## src/rtl/divisor_pkg.sv

```systemverilog
// Shared types and helpers for the iterative restoring divider.
package divisor_pkg;

  typedef enum logic [1:0] {
    IDLE = 2'd0,
    ITER = 2'd1,
    FIX  = 2'd2
  } estado_t;

  // Widest operand the divider supports; helpers work at this width and
  // callers truncate to their own TAMANYO.
  localparam int TAMANYO_MAX = 64;

  // Iteration counter width: enough to count TAMANYO iterations.
  function automatic int ancho_cnt(input int tamanyo);
    return $clog2(tamanyo + 1);
  endfunction

  // Conditional two's-complement negation. The low bits of a negation depend
  // only on the low bits of the operand, so zero-extended inputs are fine.
  function automatic logic [TAMANYO_MAX-1:0] abs_cond(
    input logic [TAMANYO_MAX-1:0] value,
    input logic                   enable
  );
    return enable ? (~value + TAMANYO_MAX'(1)) : value;
  endfunction

endpackage

```

## src/rtl/divisor_paso_restaurador.sv

```systemverilog
// One radix-2 restoring step: shift a quotient bit into the partial
// remainder, subtract the divisor when it fits, and record the quotient bit.
module divisor_paso_restaurador #(
  parameter int TAMANYO = 32
) (
  input  logic [TAMANYO-1:0] r_i,
  input  logic [TAMANYO-1:0] q_i,
  input  logic [TAMANYO-1:0] d_i,
  output logic [TAMANYO-1:0] r_o,
  output logic [TAMANYO-1:0] q_o
);

  logic [TAMANYO:0] r_ext;
  logic [TAMANYO:0] r_dif;

  // Trial subtraction on the widened remainder; restore when it would go negative.
  always_comb begin
    r_ext = {r_i, q_i[TAMANYO-1]};
    r_dif = r_ext - {1'b0, d_i};
    if (r_ext >= {1'b0, d_i}) begin
      r_o = r_dif[TAMANYO-1:0];
      q_o = {q_i[TAMANYO-2:0], 1'b1};
    end else begin
      r_o = r_ext[TAMANYO-1:0];
      q_o = {q_i[TAMANYO-2:0], 1'b0};
    end
  end

endmodule

```

## src/rtl/divisor_algoritmico_param.sv

```systemverilog
// Iterative signed/unsigned restoring divider with Start/Done/Busy handshake.
// Works on magnitudes and fixes signs at the end (truncating division).
module divisor_algoritmico_param
  import divisor_pkg::*;
#(
  parameter int TAMANYO = 32
) (
  input  logic               CLK,
  input  logic               RSTa,
  input  logic               Start,
  input  logic               Signed,
  input  logic [TAMANYO-1:0] Num,
  input  logic [TAMANYO-1:0] Den,
  output logic [TAMANYO-1:0] Coc,
  output logic [TAMANYO-1:0] Res,
  output logic               Done,
  output logic               Busy,
  output logic               DivZero
);

  localparam int CNT_W = ancho_cnt(TAMANYO);
  localparam logic [CNT_W-1:0] CNT_ULT = CNT_W'(TAMANYO - 1);

  estado_t            state_q, state_d;
  logic [CNT_W-1:0]   cnt_q, cnt_d;
  logic [TAMANYO-1:0] r_q, r_d;
  logic [TAMANYO-1:0] q_q, q_d;
  logic [TAMANYO-1:0] d_q, d_d;
  logic [TAMANYO-1:0] num_q, num_d;
  logic               sign_num_q, sign_num_d;
  logic               sign_den_q, sign_den_d;
  logic               den_zero_q, den_zero_d;
  logic [TAMANYO-1:0] coc_q, coc_d;
  logic [TAMANYO-1:0] res_q, res_d;
  logic               done_q, done_d;
  logic               busy_q, busy_d;
  logic               divzero_q, divzero_d;

  logic [TAMANYO-1:0] r_paso, q_paso;
  logic [TAMANYO-1:0] num_abs, den_abs, coc_fix, res_fix;

  divisor_paso_restaurador #(.TAMANYO(TAMANYO)) u_paso (
    .r_i (r_q),
    .q_i (q_q),
    .d_i (d_q),
    .r_o (r_paso),
    .q_o (q_paso)
  );

  // Magnitudes at capture time and sign correction of the final result.
  always_comb begin
    num_abs = TAMANYO'(abs_cond(TAMANYO_MAX'(Num), Signed & Num[TAMANYO-1]));
    den_abs = TAMANYO'(abs_cond(TAMANYO_MAX'(Den), Signed & Den[TAMANYO-1]));
    coc_fix = TAMANYO'(abs_cond(TAMANYO_MAX'(q_q), sign_num_q ^ sign_den_q));
    res_fix = TAMANYO'(abs_cond(TAMANYO_MAX'(r_q), sign_num_q));
  end

  // Next-state and datapath update for IDLE -> ITER x TAMANYO -> FIX.
  always_comb begin
    // NOTE: every variable gets a default here so no path leaves one
    // unassigned; that is what keeps this block from inferring latches.
    state_d    = state_q;
    cnt_d      = cnt_q;
    r_d        = r_q;
    q_d        = q_q;
    d_d        = d_q;
    num_d      = num_q;
    sign_num_d = sign_num_q;
    sign_den_d = sign_den_q;
    den_zero_d = den_zero_q;
    coc_d      = coc_q;
    res_d      = res_q;
    divzero_d  = divzero_q;
    done_d     = 1'b0;
    busy_d     = 1'b0;

    case (state_q)
      IDLE: begin
        if (Start) begin
          sign_num_d = Signed & Num[TAMANYO-1];
          sign_den_d = Signed & Den[TAMANYO-1];
          q_d        = num_abs;
          d_d        = den_abs;
          num_d      = Num;
          den_zero_d = (Den == '0);
          r_d        = '0;
          cnt_d      = '0;
          state_d    = ITER;
        end
      end
      ITER: begin
        busy_d = 1'b1;
        r_d    = r_paso;
        q_d    = q_paso;
        cnt_d  = cnt_q + CNT_W'(1);
        if (cnt_q == CNT_ULT) begin
          state_d = FIX;
        end
      end
      FIX: begin
        done_d    = 1'b1;
        divzero_d = den_zero_q;
        coc_d     = den_zero_q ? '1 : coc_fix;
        res_d     = den_zero_q ? num_q : res_fix;
        state_d   = IDLE;
      end
      default: state_d = IDLE;
    endcase
  end

  // State and datapath registers.
  always_ff @(posedge CLK or negedge RSTa) begin
    // NOTE: the datapath registers are reset too, not only the control state,
    // so an aborted operation leaves nothing behind in Coc/Res.
    if (!RSTa) begin
      state_q    <= IDLE;
      cnt_q      <= '0;
      r_q        <= '0;
      q_q        <= '0;
      d_q        <= '0;
      num_q      <= '0;
      sign_num_q <= 1'b0;
      sign_den_q <= 1'b0;
      den_zero_q <= 1'b0;
      coc_q      <= '0;
      res_q      <= '0;
      done_q     <= 1'b0;
      busy_q     <= 1'b0;
      divzero_q  <= 1'b0;
    end else begin
      // NOTE: non-blocking assignments so every register samples the values
      // from before this edge, whatever the statement order.
      state_q    <= state_d;
      cnt_q      <= cnt_d;
      r_q        <= r_d;
      q_q        <= q_d;
      d_q        <= d_d;
      num_q      <= num_d;
      sign_num_q <= sign_num_d;
      sign_den_q <= sign_den_d;
      den_zero_q <= den_zero_d;
      coc_q      <= coc_d;
      res_q      <= res_d;
      done_q     <= done_d;
      busy_q     <= busy_d;
      divzero_q  <= divzero_d;
    end
  end

  assign Coc     = coc_q;
  assign Res     = res_q;
  assign Done    = done_q;
  assign Busy    = busy_q;
  assign DivZero = divzero_q;

endmodule

```

## config.mk

```make
export PLATFORM = sky130hd
export DESIGN_NAME = divisor_algoritmico_param
export DESIGN_NICKNAME = d
export VERILOG_FILES = /design/src/rtl/divisor_pkg.sv /design/src/rtl/divisor_paso_restaurador.sv /design/src/rtl/divisor_algoritmico_param.sv
export SDC_FILE = /design/constraint.sdc
export NUM_CORES = 1
export LEC_CHECK = 0
export ABC_AREA = 1
export BUFFER_PORTS_ARGS = -buffer_cell sky130_fd_sc_hd__buf_2
export CAP_MARGIN = 20
export CELL_PAD_IN_SITES_DETAIL_PLACEMENT = 1
export CELL_PAD_IN_SITES_GLOBAL_PLACEMENT = 1
export CORE_MARGIN = 2
export CORE_UTILIZATION = 30
export CTS_CLUSTER_DIAMETER = 50
export DETAILED_ROUTE_END_ITERATION = 12
export PLACE_DENSITY = 0.58
export SLEW_MARGIN = 20
export SYNTH_ARGS = -nofsm -noshare
export SYNTH_HDL_FRONTEND = slang
export SYNTH_SLANG_ARGS = --single-unit
```

## constraint.sdc

```tcl
create_clock -name CLK -period 2.6 [get_ports CLK]
set_clock_uncertainty 0.05 [all_clocks]
set_input_delay 0.52 -clock CLK [delete_from_list [all_inputs] [get_ports CLK]]
set_output_delay 0.52 -clock CLK [all_outputs]
set_load 0.02 [all_outputs]
```

==> results of run 1 <==
[registers in the layout, indices dropped and copies added (netlist names)]
name and flops:
state_q 2, Busy 1, DivZero 1, den_zero_q 1, cnt_q 6, r_q 32
d_q 32, Done 1, Coc 32, sign_num_q 1, num_q 32, Res 32
q_q 32, sign_den_q 1
[synth_stat cells, drive strengths merged]
library cell  number
dfrtp            206
a22o               1
nand4             64
o21bai             5
o21a               2
xnor2              6
o221ai             6
a22oi             29
nor3              28
nand2            589
nand3b            20
or2               18
o311ai             2
and2               6
xor2              50
nor4               4
o211ai            24
fa                 1
o41ai              4
a31oi             16
nor2             236
o22ai             10
clkinv             2
o31ai              3
inv              315
and3               2
clkbuf            43
ha                37
a21o               1
buf               33
o32ai              2
o21ai            114
nand3            225
a21oi             52
[worst max-delay path by stage]
stage                     endpoint  slack [ns]  cells after the start
after floorplan            r_q[30]        0.62                     16
after global placement     r_q[15]        0.05                     12
after detailed placement   r_q[18]       -0.02                     12
after CTS                  r_q[15]        0.03                     13
after global routing       Res[22]        0.04                      9
final                      r_q[18]        0.13                     11
[cell families (layout without fill, tap and decap cells)]
family | after synthesis | count (layout) | synth area share [%]
adder cells (fa/ha/maj) | 38 | 38 | 3.31
flip-flops | 206 | 206 | 35.3
XOR/XNOR | 56 | 56 | 3.36
buffers and inverters | 393 | 603 | 10.5
AO/OA/AOI/OAI | 271 | 271 | 11.0
AND/OR/NAND/NOR | 1192 | 1192 | 36.5
[per-stage QoR]
stage	cell area [sq um]	hold WS [ns]
after global routing	17900	0.223
after global placement	16400	0.417
after CTS	17900	0.201
after floorplan	14600	0.174
after detailed placement	16400	0.420
final	17900	0.232
[what timing repair did]
| item | CTS | global route |
|---|---|---|
| hold buffers | 1 | 0 |
| pin swaps | 0 | 1 |
| setup buffers | 0 | 2 |
| resized for setup | 1 | 12 |
| gates cloned | 0 | 0 |
| setup endpoints to repair | 1 | 8 |
| endpoints found under the hold margin | 53 | 0 |
[layer usage]
layer  part of all wire, %  wire (um)
met5                     0          0
met4                   3.2       1950
met3                   3.6       2180
met2                    48      28800
met1                    45      27500
[worst reg2reg max path, stage by stage, from the launching register on]
cell	delay [ns]
dfrtp_1	0.41
ha_1	0.41
nand2_1	0.18
nor2_1	0.08
nand2_1	0.12
nor2_2	0.06
nand3_1	0.09
nand3_2	0.11
nor2_4	0.23
buf_6	0.26
nand4_1	0.25
nand3_1	0.18
[report_power, final]
group	leakage [nW]	internal (W)	switching (W)	total, W
clock	0.707	0.00388	0.00196	0.00584
sequential	2.52	0.00474	0.00122	0.00596
combinational	5.80	0.00532	0.0107	0.0160
total	9.04	0.0139	0.0139	0.0278
[layout make-up]
| cell class | count | area (sq um) |
|---|---|---|
| Tap cell | 615 | 769 |
| Sequential cell | 206 | 5160 |
| Inverter | 317 | 1190 |
| Fill cell | 6101 | 29900 |
| Clock inverter | 27 | 452 |
| Clock buffer | 44 | 1020 |
| Multi-Input combinational cell | 1557 | 7970 |
| Timing Repair Buffer | 215 | 1370 |
==> impl_results.md, run 1 <==
- Area delta synth->final: 23.0%
- Fin cells: 2981
- Crit path max fanout: 26
- Antenna violations before repair: 1
- Crit. Startpoint: r_q[8]
- Commonest non-fill, non-tap cell in the layout: nand2_1
- Cell area power density: around 1600 mW/mm^2
- CP Launch Type: flop
- Fin. Hold Viols: 0
- GP Congestion: a little over 0.9
- Grt total ovfl: 0
- Arrival time worst endpoint: 2.91 ns
- Avg Vias per Cell: 5.07
- Yosys warns: 0
- CP bufs+invs: 1
- Vias in the first global route: approximately 16000
- Std-Cell Rows: 80
- Commonest non-fill, non-tap cells in the layout: 575 x nand2_1, 297 x inv_1, 216 x nor2_1
- Initial Utilization: 30.5%
- FF-to-FF End: r_q[18]
- Synth Cell Area: 0.0146 sq mm
- Sink Count: between 200 and 250
- Met1 usage: between 30% and 40%
- Worst hold path class: input pin to flop
- Clock tree buffer depth: 3
- Critical-path cell list: ha_1 -> nand2_1 -> nor2_1 -> nand2_1 -> nor2_2 -> nand3_1 -> nand3_2 -> nor2_4 -> buf_6 -> nand4_1 -> nand3_1
- Final setup viols: 0
- Worst Max-Slew Pin Slew: between 0.7 and 0.8 ns
- Hold Path Depth: 3
- Layout cell share with drive strength beyond 1: between 10% and 20%
- CTS buffer count: 39
- Worst slack, placed: -0.0191 ns
- Post-Syn Nets: between 2000 and 2500
- Peak per-stage delay on the critical path: between 0.4 and 0.5 ns
- Sequential share of the synthesized area: 35.3%
- Crit share post-route: between 90% and 100%
- Post-DRT Antenna Nets: 0
- Antenna Cells: 0
- Largest cells by area after synthesis: dfrtp_1 35%, nand2_1 15%, inv_1 7.7%
- Post-Route Setup TNS: 0 ns
- Hold_sp: Num[9]
- Leading area contributor after synthesis: dfrtp_1
- Placed insts: approximately 2900
- RSZ-0062 raised after global routing: false
- #FFs+latches synth: a little over 200
- Die area: between 0.05 and 0.06 sq mm
- # IOs: 135
- Util after Layout: between 30 and 40%
- Largest net degree at the start of global routing: 69
- Hold path endpoint: num_q[9]
- Distinct cells, synth: a little over 50
- Slowest CP cell: dfrtp_1
- FF-to-FF path depth: 11
- Met3 usage: approximately 2.9%
- Average size of a mapped cell: roughly 6.8 sq um
- Die Span Y: ~220 um
- FF-to-FF Start: r_q[8]
- Status: completed
- Core box area: around 0.048 sq mm
- GRT Util Overall: between 20% and 30%
- Post-Syn Instances: between 2000 and 2500
- DRT iter0 DRCs: slightly below 800
- Total power: 0.0278 W
- 1st-pass router iterations: 5
- Met2 Usage GRT: roughly 40%
- Kind of critical path: flop to flop
- CTS tree: done
- F_max: 405 MHz
- CP top delay family: simple AND/OR/NAND/NOR gates
- DR WL/cell: approximately 20 um
- Leak pwr: 9.04 nW
- Clock transition at the registers of the reported paths: 0.06 ns
- Nets: about 2400
- CTS H-Tree Depth: 2
- Via count: ~15000
- R2r setup slk: 0.13 ns
- Global-route wire length before repair: 92900 um
- Die X: between 200 and 250 um
- Final Critical Period: roughly 2.5 ns
- Crit end category: flop
- Final HPWL DP: 48000 um
- Worst EP required: approximately 3.0 ns
- Max_cap viols: 0
- Number of I/O port buffers: about 130
- Slew headroom: between 50% and 60%
- Max IR drop VDD: around 0.64 mV
- Clock root cell: clkbuf_16
- Setup slack after layout: ~0.13 ns
- Clk_lat worst skew: 0.56 ns
- Slew Viols, Final: 0
- Final wirelength: 60400 um
- Drt drc: 0
- Yosys top cell area share: a little over a third
- GRT Max-Usage Layer: met2
Note: power is estimated with default switching activity, not from simulation.
==> run 2, diff against run 1 <==
--- a/config.mk
+++ b/config.mk
@@ -7,14 +7,13 @@
 export LEC_CHECK = 0
 export ABC_AREA = 1
 export BUFFER_PORTS_ARGS = -buffer_cell sky130_fd_sc_hd__buf_2
-export CAP_MARGIN = 20
 export CELL_PAD_IN_SITES_DETAIL_PLACEMENT = 1
 export CELL_PAD_IN_SITES_GLOBAL_PLACEMENT = 1
 export CORE_MARGIN = 2
-export CORE_UTILIZATION = 30
+export CORE_UTILIZATION = 44
 export CTS_CLUSTER_DIAMETER = 50
 export DETAILED_ROUTE_END_ITERATION = 12
-export PLACE_DENSITY = 0.58
+export PLACE_DENSITY = 0.8
 export SLEW_MARGIN = 20
 export SYNTH_ARGS = -nofsm -noshare
 export SYNTH_HDL_FRONTEND = slang
==> impl_results.md, run 2 (synthesis results as in run 1) <==
- Status: completed
- Antenna violations before repair: 0
- Crit end category: flop
- DR WL/cell: between 20 and 25 um
- RSZ-0062 raised after global routing: true
- # IOs: between 100 and 150
- Fill count: roughly 4300
- Layout cell share with drive strength beyond 1: between 10% and 20%
- Crit share post-route: between 90 and 100%
- CTS buffer count: 35
- Crit-path most repeated cell: nand2_1
- Sink Count: a little over 200
- Core box area: roughly 0.033 sq mm
- Crit path max fanout: 17
- Cell area after layout: about 0.017 sq mm
- Grt total ovfl: 0
- Worst EP required: between 2 and 3 ns
- Antenna Cells: 0
- Final HPWL DP: between 40000 and 50000 um
- Nets: between 2000 and 2500
- Global-route wire length before repair: between 80000 and 90000 um
- GP Congestion: 0.926
- F_max: 405 MHz
- Kind of critical path: flop to flop
- Clock transition at the registers of the reported paths: 0.06 ns
- Final wirelength: 58300 um
- Final Critical Period: 2.47 ns
- Largest net degree at the start of global routing: 76
- Max IR drop VDD: between 0.5 and 0.6 mV
- Vias in the first global route: ~16000
- Number of I/O port buffers: 134
- Worst Max-Slew Pin Slew: around 0.74 ns
- Clock tree buffer depth: 3
- Leak pwr: 8.89 nW
- CP Launch Type: flop
- Initial Utilization: 44.7%
- Placement-stage cell area: between 0.015 and 0.02 sq mm
- 1st-pass router iterations: 5
- DRT iter0 DRCs: 989
- Cell area power density: between 1500 and 2000 mW/mm^2
- Clock root cell: clkbuf_16
- Slew Viols, Final: 0
- Total power: 0.0271 W
- Fin. Hold Viols: 0
- CTS tree: done
- Critical-path cell list: ha_1 -> nand2_1 -> nor2_1 -> nand2_1 -> nand2_1 -> inv_1 -> nand2_2 -> nand2_8 -> buf_8 -> nand4_1 -> nand3_1
- Arrival time worst endpoint: between 2 and 3 ns
- Std-Cell Rows: 66
- Die Span Y: 186 um
- Peak per-stage delay on the critical path: 0.44 ns
- Commonest non-fill, non-tap cell in the layout: nand2_1
- Slowest CP cell: dfrtp_1
- GRT Util Overall: 34.0%
- Final setup viols: 0
- Slew headroom: ~50%
- Post-DRT Antenna Nets: 0
- Avg Vias per Cell: ~5.6
- Via count: 15600
- Max_cap viols: 0
- Die X: 186 um
- Drt drc: 0
- Commonest non-fill, non-tap cells in the layout: 576 x nand2_1, 297 x inv_1, 213 x nor2_1
- Worst hold path class: input pin to flop
- Clk_lat worst skew: between 0.5 and 0.6 ns
- Die area: between 0.03 and 0.04 sq mm
- CTS H-Tree Depth: 2
- Area delta synth->final: 19.6%
## run 2: cell types whose count changed in the layout (fill, tap and decap cells not counted), moves of 4 or more
cell,previous run,this run
buf_4,73,69
bufinv_16,10,5
clkbuf_16,39,35
ha_1,33,37
nor2_2,13,17
## run 2: layer usage
layer | global-route usage (%) | vias up | wire length [um] | part of all wire, %
met2 | 59.1 | 437 | 28400 | 49
met3 | 4.28 | 138 | 2610 | 4.5
met5 | 0 | - | 0 | 0
met4 | 19.3 | 0 | 3510 | 6.0
li1 | - | 7365 | - | -
met1 | 40.4 | 7633 | 23800 | 41
## run 2: path summary, 6_finish.rpt
| kind | from | to | slack (ns) | cells past startpoint |
|---|---|---|---|---|
| worst max-delay path | r_q[14] | r_q[11] | 0.13 | 11 |
| worst min-delay path | Num[15] | num_q[15] | 0.24 | 3 |
| worst max register to register | r_q[14] | r_q[11] | 0.13 | 11 |
| worst min register to register | d_q[29] | d_q[29] | 0.43 | 2 |
| max in group asynchronous | RSTa | d_q[9] | 1.25 | 3 |
| min in group asynchronous | RSTa | Coc[2] | 0.46 | 2 |
## run 2: where the power goes
| group | total (W) | internal (W) | switching, W |
|---|---|---|---|
| clock | 0.00484 | 0.00307 | 0.00177 |
| sequential | 0.00599 | 0.00473 | 0.00126 |
| combinational | 0.0163 | 0.00535 | 0.0109 |
| total | 0.0271 | 0.0132 | 0.0139 |
## run 2: worst max-delay path, delay by kind of cell, from the launching register on
kind,cells,cell delay (ns)
fa+ha+maj,1,0.38
buf+inv,2,0.29
flops,1,0.44
simple gates,8,1.15
## run 2: final cells by class
cell class	count	area [sq um]	area share, %
sequential	206	5160	29.6
clock inverter	21	268	1.54
tap	442	553	3.17
timing repair buffer	213	1370	7.86
clock buffer	41	928	5.32
multi-input combinational	1558	7970	45.7
inverter	317	1190	6.82
## run 2: stage by stage
step                 TNS, ns  instances  setup WS (ns)  hold slack, ns  utilization, %
global placement           0       2732         0.0832           0.403            49.5
floorplan                  0       2156          0.616           0.174               -
CTS                        0       2795         0.0318           0.222            53.2
global route        -0.00573       2798       -0.00573           0.261            53.5
detailed placement  -0.00545       2732       -0.00545           0.423            49.5
finish                     0       2798          0.134           0.237            53.5
## run 2: repair_timing
item / 4_1_cts / 5_1_grt
hold endpoints to repair: 57 / 0
setup endpoints to repair: 0 / 35
setup buffers: 0 / 2
resized for setup: 0 / 16
hold buffers: 1 / 0
==> run 3, diff against run 2 <==
--- a/config.mk
+++ b/config.mk
@@ -10,10 +10,12 @@
 export CELL_PAD_IN_SITES_DETAIL_PLACEMENT = 1
 export CELL_PAD_IN_SITES_GLOBAL_PLACEMENT = 1
 export CORE_MARGIN = 2
-export CORE_UTILIZATION = 44
+export CORE_UTILIZATION = 45
+export CTS_BUF_LIST = sky130_fd_sc_hd__clkbuf_8
 export CTS_CLUSTER_DIAMETER = 50
 export DETAILED_ROUTE_END_ITERATION = 12
-export PLACE_DENSITY = 0.8
+export PLACE_DENSITY = 0.82
+export REMOVE_ABC_BUFFERS = 1
 export SLEW_MARGIN = 20
 export SYNTH_ARGS = -nofsm -noshare
 export SYNTH_HDL_FRONTEND = slang
==> impl_results.md, run 3 (synthesis results as in run 1) <==
- GRT Util Overall: about 31%
- Crit end category: flop
- Antenna Cells: 0
- Worst EP required: slightly below 3 ns
- RSZ-0062 raised after global routing: false
- Placement-stage cell area: approximately 0.016 sq mm
- Vias in the first global route: around 16000
- Std-Cell Rows: 65
- Grt total ovfl: 0
- Worst slack, placed: -0.0160 ns
- Hold Path Depth: 3
- CP top delay family: simple AND/OR/NAND/NOR gates
- Crit path max fanout: 33
- Nets: 2429
- Clock root cell: clkbuf_8
- M1 WL: ~21000 um
- Post-CTS sizing: 0
- Final wirelength: about 52000 um
- Crit. Startpoint: r_q[3]
- Kind of critical path: flop to flop
- Arrival time worst endpoint: ~2.8 ns
- Area delta synth->final: 15.7%
- Peak per-stage delay on the critical path: around 0.46 ns
- DRT iter0 DRCs: 580
- Cell area power density: ~1500 mW/mm^2
- Hold_sp: Num[5]
- Commonest non-fill, non-tap cell in the layout: nand2_1
- Worst path depth: 10
- Worst Max-Slew Pin Slew: 0.647 ns
- Max IR drop VDD: between 0.5 and 0.6 mV
- Status: completed
- Largest net degree at the start of global routing: 69
- FF-to-FF path depth: 10
- Slowest CP cell: dfrtp_1
- Final setup viols: 0
- Setup slack after layout: approximately 0.15 ns
- CP bufs+invs: 1
- DR WL/cell: around 19 um
- Final Critical Period: ~2.5 ns
- Clock transition at the registers of the reported paths: 0.06 ns
- Final HPWL DP: 40400 um
- R2r setup slk: between 0.1 and 0.15 ns
- Clk_lat worst skew: about 0.56 ns
- Placed insts: between 2000 and 3000
- Clock tree buffer depth: 3
- CP Launch Type: flop
- Fin cells: roughly 2800
- F_max: 408 MHz
- Post-DRT Antenna Nets: 0
- GP Congestion: 0.945
- Antenna violations before repair: 1
- Crit share post-route: 94.4%
- Met2 wire length: approximately 27000 um
- Die area: ~0.034 sq mm
- Cell area after layout: 0.0169 sq mm
- Fin. Hold Viols: 0
- Drt drc: 0
- FF-to-FF Start: r_q[3]
- Post-Route Setup TNS: 0 ns
- Slew headroom: a little under three fifths
- DR WL met3: between 1500 and 2000 um
- CTS H-Tree Depth: 2
- Layout cell share with drive strength beyond 1: 14.3%
- Critical-path cell list: ha_1 -> nand2_1 -> nor3_1 -> buf_4 -> nand3_1 -> nand3_2 -> nor2_4 -> nand2_8 -> nand4_1 -> nand3_1
- Worst hold path class: input pin to flop
- Slew Viols, Final: 0
- Top sig layer: met5
- Number of I/O port buffers: roughly 130
- Avg Vias per Cell: around 5.5
- CTS tree: done
- CTS buffer count: 39
- Global-route wire length before repair: 83600 um
- # IOs: around 140
- Crit-path most repeated cell: nand3_1
- Die Span Y: 184 um
- Via count: ~15000
- Initial Utilization: 46.0%
- 1st-pass router iterations: 5
- Max_cap viols: 0
- Die X: 184 um
- Leak pwr: 8.72 nW
- Commonest non-fill, non-tap cells in the layout: 577 x nand2_1, 308 x inv_1, 217 x nor2_1
- Sink Count: about 210
- Core box area: about 0.032 sq mm
==> run 3: cell count changes in the layout (fill, tap and decap cells not counted), sizes merged <==
cell,change
bufinv,-3
inv,+7
clkbuf,+10
nand2,-1
buf,-12
clkinv,-5
clkinvlp,-3
==> run 3: worst paths after layout <==
path	to
max	r_q[24]
min	num_q[5]
max reg2reg	r_q[24]
min reg2reg	DivZero
max in group asynchronous	d_q[17]
min in group asynchronous	Done
==> run 3: worst reg2reg max path: cells and delay by family (launching register included) <==
kind / cells / cell delay, ns
DFF: 1 / 0.46
adders and majority gates: 1 / 0.41
and+or+nand+nor: 8 / 1.27
buffers and inverters: 1 / 0.14
==> run 3: through the flow <==
stage	utilization [%]	hold slack (ns)	total power [W]
2_1_floorplan	-	0.174	0.0156
3_3_place_gp	50.6	0.402	0.0204
3_5_place_dp	50.6	0.408	0.0210
4_1_cts	53.2	0.166	0.0246
5_1_grt	53.2	0.207	0.0267
6_report	53.2	0.200	0.0245
==> run 3: power breakdown <==
group	internal, W	total [W]	switching (W)
Combinational	0.00504	0.0152	0.0101
Clock	0.00192	0.00337	0.00145
Sequential	0.00473	0.00593	0.00120
==> run 3: what timing repair did <==
| item | in CTS | in global routing |
|---|---|---|
| endpoints found under the hold margin | 53 | 0 |
| buffers inserted | 0 | 0 |
| hold buffers | 1 | 0 |
==> run 3: routing by layer <==
layer	track usage (%)	vias up
met5	0	-
met4	13.4	2
met3	3.92	122
met2	59.0	316
met1	35.0	7294
li1	-	7336
==> run 3: area by class of cell <==
class	count	area, sq um
clock buffers	50	688
inverters	317	1190
clock inverters	17	131
fillers	4254	14800
multi-input cells	1557	7920
flip-flops and latches	206	5150
well taps	402	503
repair buffers	202	1280
